### src/rtl/alt_vipitc121_common_mode_switch_pkg.sv
// ---------------------------------------------------------------------------
// alt_vipitc121_common_mode_switch_pkg
// Shared definitions for the video mode switch block:
//   mode_state_e  : control states of the mode switch
//   NO_MODE_CODE  : binary code meaning "no mode selected"
//   code_in_range : true when a binary code names a real mode or no mode
// ---------------------------------------------------------------------------
package alt_vipitc121_common_mode_switch_pkg;

  typedef enum logic [1:0] {
    ST_IDLE    = 2'd0,
    ST_PENDING = 2'd1,
    ST_COMMIT  = 2'd2
  } mode_state_e;

  localparam int NO_MODE_CODE = 0;

  // Codes 0..noOfModes are legal; anything above is a request for a mode
  // that does not exist in this build.
  function automatic logic code_in_range(input int code, input int noOfModes);
    return (code >= NO_MODE_CODE) && (code <= noOfModes);
  endfunction

endpackage

### src/rtl/alt_vipitc121_common_to_one_hot.sv
// ---------------------------------------------------------------------------
// alt_vipitc121_common_to_one_hot
// Combinational binary-to-one-hot mode decoder.
//   i_code   [LOG2_NO_OF_MODES-1:0] : binary mode code, 0 = no mode
//   o_oneHot [NO_OF_MODES-1:0]      : bit (code-1) set, all-zero for code 0
//                                     or for codes above NO_OF_MODES
// ---------------------------------------------------------------------------
module alt_vipitc121_common_to_one_hot #(
  parameter int NO_OF_MODES      = 3,
  parameter int LOG2_NO_OF_MODES = 2
) (
  input  logic [LOG2_NO_OF_MODES-1:0] i_code,
  output logic [NO_OF_MODES-1:0]      o_oneHot
);

  // Mode index i is selected by code i+1, so code 0 leaves every bit clear
  // and at most one bit can ever match.
  always_comb begin
    o_oneHot = '0;
    for (int i = 0; i < NO_OF_MODES; i++) begin
      if (int'(i_code) == i + 1) begin
        o_oneHot[i] = 1'b1;
      end
    end
  end

endmodule

### src/rtl/alt_vipitc121_common_mode_switch.sv
// ---------------------------------------------------------------------------
// alt_vipitc121_common_mode_switch
// Accepts a binary video mode request and applies it at the next frame
// boundary, presenting the active mode as both one-hot and binary code.
//   clk          : single clock, rising edge
//   reset_n      : asynchronous active-low reset
//   req_valid    : mode request present (held until accepted)
//   req_code     : requested binary mode code, 0 = no mode
//   req_ready    : request accepted on this edge if req_valid is high
//   frame_end    : single-cycle end-of-active-frame pulse
//   one_hot      : registered one-hot mode select, all-zero = no mode
//   cur_code     : registered binary code of the applied mode
//   pending      : accepted request waiting for the frame boundary
//   mode_changed : one-cycle pulse when one_hot/cur_code update
//   req_error    : one-cycle pulse when an out-of-range code is rejected
// ---------------------------------------------------------------------------
module alt_vipitc121_common_mode_switch
  import alt_vipitc121_common_mode_switch_pkg::*;
#(
  parameter int NO_OF_MODES      = 3,
  parameter int LOG2_NO_OF_MODES = 2
) (
  input  logic                        clk,
  input  logic                        reset_n,
  input  logic                        req_valid,
  input  logic [LOG2_NO_OF_MODES-1:0] req_code,
  output logic                        req_ready,
  input  logic                        frame_end,
  output logic [NO_OF_MODES-1:0]      one_hot,
  output logic [LOG2_NO_OF_MODES-1:0] cur_code,
  output logic                        pending,
  output logic                        mode_changed,
  output logic                        req_error
);

  localparam logic [LOG2_NO_OF_MODES-1:0] NO_MODE = LOG2_NO_OF_MODES'(NO_MODE_CODE);

  mode_state_e                 r_state;
  mode_state_e                 w_nextState;
  logic [LOG2_NO_OF_MODES-1:0] r_latchedCode;
  logic [NO_OF_MODES-1:0]      r_oneHot;
  logic [LOG2_NO_OF_MODES-1:0] r_curCode;
  logic                        r_modeChanged;
  logic                        r_reqError;
  logic [NO_OF_MODES-1:0]      w_decoded;
  logic                        w_accept;
  logic                        w_codeValid;

  // Ready is gated by reset_n so it stays low while reset is held, even
  // though the state register already sits in IDLE.
  assign req_ready   = reset_n && (r_state == ST_IDLE);
  assign pending     = (r_state == ST_PENDING) || (r_state == ST_COMMIT);
  assign w_accept    = req_valid && req_ready;
  assign w_codeValid = code_in_range(int'(req_code), NO_OF_MODES);

  assign one_hot      = r_oneHot;
  assign cur_code     = r_curCode;
  assign mode_changed = r_modeChanged;
  assign req_error    = r_reqError;

  alt_vipitc121_common_to_one_hot #(
    .NO_OF_MODES      (NO_OF_MODES),
    .LOG2_NO_OF_MODES (LOG2_NO_OF_MODES)
  ) u_toOneHot (
    .i_code   (r_latchedCode),
    .o_oneHot (w_decoded)
  );

  // State register; reset drops any request waiting for its frame boundary.
  always_ff @(posedge clk or negedge reset_n) begin
    if (!reset_n) begin
      r_state <= ST_IDLE;
    end else begin
      r_state <= w_nextState;
    end
  end

  // A frame_end in the accepting cycle is ignored because the FSM is still
  // in IDLE then; only frame_end seen while PENDING moves on to COMMIT.
  always_comb begin
    w_nextState = r_state;
    unique case (r_state)
      ST_IDLE:    if (w_accept && w_codeValid) w_nextState = ST_PENDING;
      ST_PENDING: if (frame_end) w_nextState = ST_COMMIT;
      ST_COMMIT:  w_nextState = ST_IDLE;
      default:    w_nextState = ST_IDLE;
    endcase
  end

  // Output registers: the new mode is loaded on the edge that leaves COMMIT,
  // so it appears together with the mode_changed pulse and req_ready.
  always_ff @(posedge clk or negedge reset_n) begin
    if (!reset_n) begin
      r_latchedCode <= NO_MODE;
      r_oneHot      <= '0;
      r_curCode     <= NO_MODE;
      r_modeChanged <= 1'b0;
      r_reqError    <= 1'b0;
    end else begin
      r_modeChanged <= (r_state == ST_COMMIT);
      r_reqError    <= w_accept && !w_codeValid;
      if (w_accept && w_codeValid) begin
        r_latchedCode <= req_code;
      end
      if (r_state == ST_COMMIT) begin
        r_oneHot  <= w_decoded;
        r_curCode <= r_latchedCode;
      end
    end
  end

endmodule

### config.mk
export PLATFORM = sky130hd
export DESIGN_NAME = alt_vipitc121_common_mode_switch
export DESIGN_NICKNAME = d
export VERILOG_FILES = /design/src/rtl/alt_vipitc121_common_mode_switch_pkg.sv /design/src/rtl/alt_vipitc121_common_to_one_hot.sv /design/src/rtl/alt_vipitc121_common_mode_switch.sv
export SDC_FILE = /design/constraint.sdc
export NUM_CORES = 1
export LEC_CHECK = 0
export BUFFER_PORTS_ARGS = -buffer_cell sky130_fd_sc_hd__clkbuf_2
export CAP_MARGIN = 20
export CELL_PAD_IN_SITES_DETAIL_PLACEMENT = 1
export CELL_PAD_IN_SITES_GLOBAL_PLACEMENT = 1
export CORE_MARGIN = 4
export CORE_UTILIZATION = 36
export CTS_CLUSTER_DIAMETER = 60
export CTS_CLUSTER_SIZE = 12
export DETAILED_ROUTE_END_ITERATION = 10
export GPL_TIMING_DRIVEN = 0
export PLACE_DENSITY_LB_ADDON = 0.1
export SKIP_LAST_GASP = 1
export SLEW_MARGIN = 15
export SYNTH_ARGS = -nofsm -noshare
export SYNTH_HDL_FRONTEND = slang
export SYNTH_SLANG_ARGS = --single-unit
### constraint.sdc
create_clock -name clk -period 1.6 [get_ports clk]
set_input_delay 0 -clock clk [delete_from_list [all_inputs] [get_ports clk]]
set_output_delay 0 -clock clk [all_outputs]
set_load 0.02 [all_outputs]
==> results.json <==
{
  "end_kind": "flip-flop",
  "portBuffers": 13,
  "drtAntennaViolNets": 0,
  "final.setup.tns_ns": 0,
  "fmax_mhz": 695,
  "synth.avg_cell_area_sq_um": 12.2,
  "netlist_instances": 40,
  "grt-ovfl-total": 0,
  "crit_buf_inv": 1,
  "arrival_ns": 1.58,
  "first_pass_iters": 1,
  "hold_buffers": 3,
  "num_vias": 345,
  "wl_um": 1090,
  "r2r_end": "r_state[0]$_DFFE_PN0P_",
  "cts_max_path_buffers": 2,
  "power.leakage_nw": 0.328,
  "wire_per_inst_um": 14.7,
  "cp.depth": 5,
  "num_rows": 13,
  "antenna_found_initial": 0,
  "r2r_slack_ns": 0.16,
  "power_density_mw_per_mm2": 2010,
  "cts_buffers": 3,
  "drv_slew": 0,
  "layout_commonest_cell": "clkbuf_2",
  "critPathMaxFanout": 3,
  "cp.required_ns": 1.74,
  "setup_violations": 0,
  "hold_class": "primary input to flip-flop",
  "cp_top_family": "flip-flops",
  "grt_usage_pct": 13.5,
  "place_area_sq_um": 573,
  "slowest_delay_ns": 0.39,
  "ys_seq_area_share_pct": 51.2,
  "drive_above_1_share_pct": 44.1,
  "num_antenna_cells": 0,
  "holdCritStartpoint": "frame_end",
  "place_congestion": 0.703,
  "nets": 71,
  "crit_type": "flip-flop to flip-flop",
  "cts_resized": 0,
  "initial_core_util_pct": 38.1,
  "grt_pass1_wl_um": 1770,
  "grt_pass1_vias": 381,
  "path_cells": "inv_1, ha_1, a21boi_2, a21oi_2, mux2_4",
  "hold_depth": 4,
  "drtIter0Drc": 0,
  "area_delta_synth_final_pct": 27.9,
  "yosysUniqueCellTypes": 17,
  "cts_root_buf": "clkbuf_4",
  "vias_per_cell": 4.66,
  "hold_viol_final": 0,
  "cts_tree": "built",
  "syn_area_sq_um": 489,
  "fin_area_sq_um": 626,
  "die_x_um": 44.9,
  "hpwl_um": 871,
  "yosys_warnings": 0,
  "clk_latency_ns": 0.26,
  "r2r_cells": 5,
  "holdWs_ns": 0.0888,
  "io_pins": 15,
  "drv_cap": 0,
  "clk_pin_slew_worst_paths_ns": 0.06,
  "die_h_um": 44.9,
  "start_kind": "flip-flop",
  "ir_drop_uv": 757,
  "min_to": "r_state[1]$_DFFE_PN0P_",
  "final_cell_mix": "13 x clkbuf_2, 10 x dfrtp_1, 5 x inv_1, 4 x o21ai_1, 4 x ha_1",
  "slowest_stage": "dfrtp_1",
  "htree_levels": 1,
  "utilization_pct": 48.7,
  "fin_worst_skew_ns": 0.00431,
  "coreArea_sq_mm": 0.00128,
  "syn-num-nets": 50,
  "outcome": "finished, final reports clean",
  "clock-sinks": 10,
  "postCtsSetupBuffers": 0,
  "synth_seq_cells": 10,
  "grt_max_degree": 13,
  "die_area_sq_mm": 0.00201,
  "fin_crit_ns": 1.44,
  "rr_startpoint": "r_state[0]$_DFFE_PN0P_",
  "drcViolationCount": 0,
  "rsz0062_at_grt": "no",
  "period_share_pct": 89.9
}
-- sequential cells by signal, indices dropped and copies added, names as in the netlist --
register and flops:
r_state 2, cur_code 2, mode_changed 1, r_latchedCode 2, one_hot 3
-- how the worst max path moves through the flow --
stage,startpoint,endpoint
floorplan,r_state[0]$_DFFE_PN0P_,r_state[0]$_DFFE_PN0P_
global placement,r_state[0]$_DFFE_PN0P_,r_state[0]$_DFFE_PN0P_
detailed placement,r_state[0]$_DFFE_PN0P_,r_state[0]$_DFFE_PN0P_
CTS,r_state[0]$_DFFE_PN0P_,r_state[0]$_DFFE_PN0P_
global route,r_state[0]$_DFFE_PN0P_,r_state[0]$_DFFE_PN0P_
finish,r_state[0]$_DFFE_PN0P_,r_state[0]$_DFFE_PN0P_
-- through the flow --
step                instances  setup WS [ns]  power, mW
floorplan                  40          0.294      0.899
global placement           68          0.221       1.04
detailed placement         68          0.168       1.10
CTS                        74          0.149       1.28
global route               74         0.0784       1.35
finish                     74          0.161       1.26
-- final cells by class --
| cell class | instances | area, sq um |
|---|---|---|
| Fill cell | 153 | 659 |
| Sequential cell | 10 | 250 |
| Timing Repair Buffer | 16 | 95.1 |
| Clock buffer | 3 | 22.5 |
| Multi-Input combinational cell | 22 | 204 |
| Buffer | 2 | 12.5 |
| Inverter | 6 | 22.5 |
| Tap cell | 15 | 18.8 |
-- synth_stat cells --
| cell | number | share of area [%] |
|---|---|---|
| a21boi_2 | 1 | 2.3 |
| a21oi_2 | 1 | 1.8 |
| and2_4 | 1 | 1.8 |
| buf_2 | 1 | 1.0 |
| buf_4 | 1 | 1.5 |
| conb_1 | 1 | 0.77 |
| dfrtp_1 | 10 | 51 |
| ha_1 | 4 | 10 |
| inv_1 | 5 | 3.8 |
| inv_2 | 1 | 0.77 |
| mux2_1 | 2 | 4.6 |
| mux2_4 | 3 | 9.2 |
| nand2_2 | 1 | 1.3 |
| nand3_1 | 1 | 1.0 |
| nand3b_1 | 2 | 3.1 |
| o21a_1 | 1 | 1.5 |
| o21ai_1 | 4 | 4.1 |
-- power breakdown --
| part | switching (mW) | internal (mW) | leakage, nW |
|---|---|---|---|
| sequential | 0.0933 | 0.375 | 0.125 |
| clock | 0.0790 | 0.0866 | 0.0138 |
| combinational | 0.346 | 0.276 | 0.189 |
-- worst register-to-register path, stage by stage, from the launching register on --
cell,delay (ns)
dfrtp_1,0.39
inv_1,0.10
ha_1,0.22
a21boi_2,0.18
a21oi_2,0.14
mux2_4,0.31
-- layer usage --
| layer | share of wire [%] | global-route usage, % |
|---|---|---|
| met1 | 34 | 11.9 |
| met4 | 1.8 | 10.5 |
| met3 | 8.4 | 4.38 |
| met5 | 0 | 0 |
| met2 | 55 | 24.6 |
-- cells by family (layout without fill, tap and decap cells) --
group | after synthesis | in the layout | synth area share (%)
multiplexers | 5 | 5 | 13.8
buffers and inverters | 8 | 27 | 7.16
adder cells (fa/ha/maj) | 4 | 4 | 10.2
AO/OA/AOI/OAI | 7 | 7 | 9.72
flip-flops | 10 | 10 | 51.2
other | 1 | 1 | 0.767
AND/OR/NAND/NOR | 5 | 5 | 7.16
Note: power is estimated with default switching activity, not from simulation.
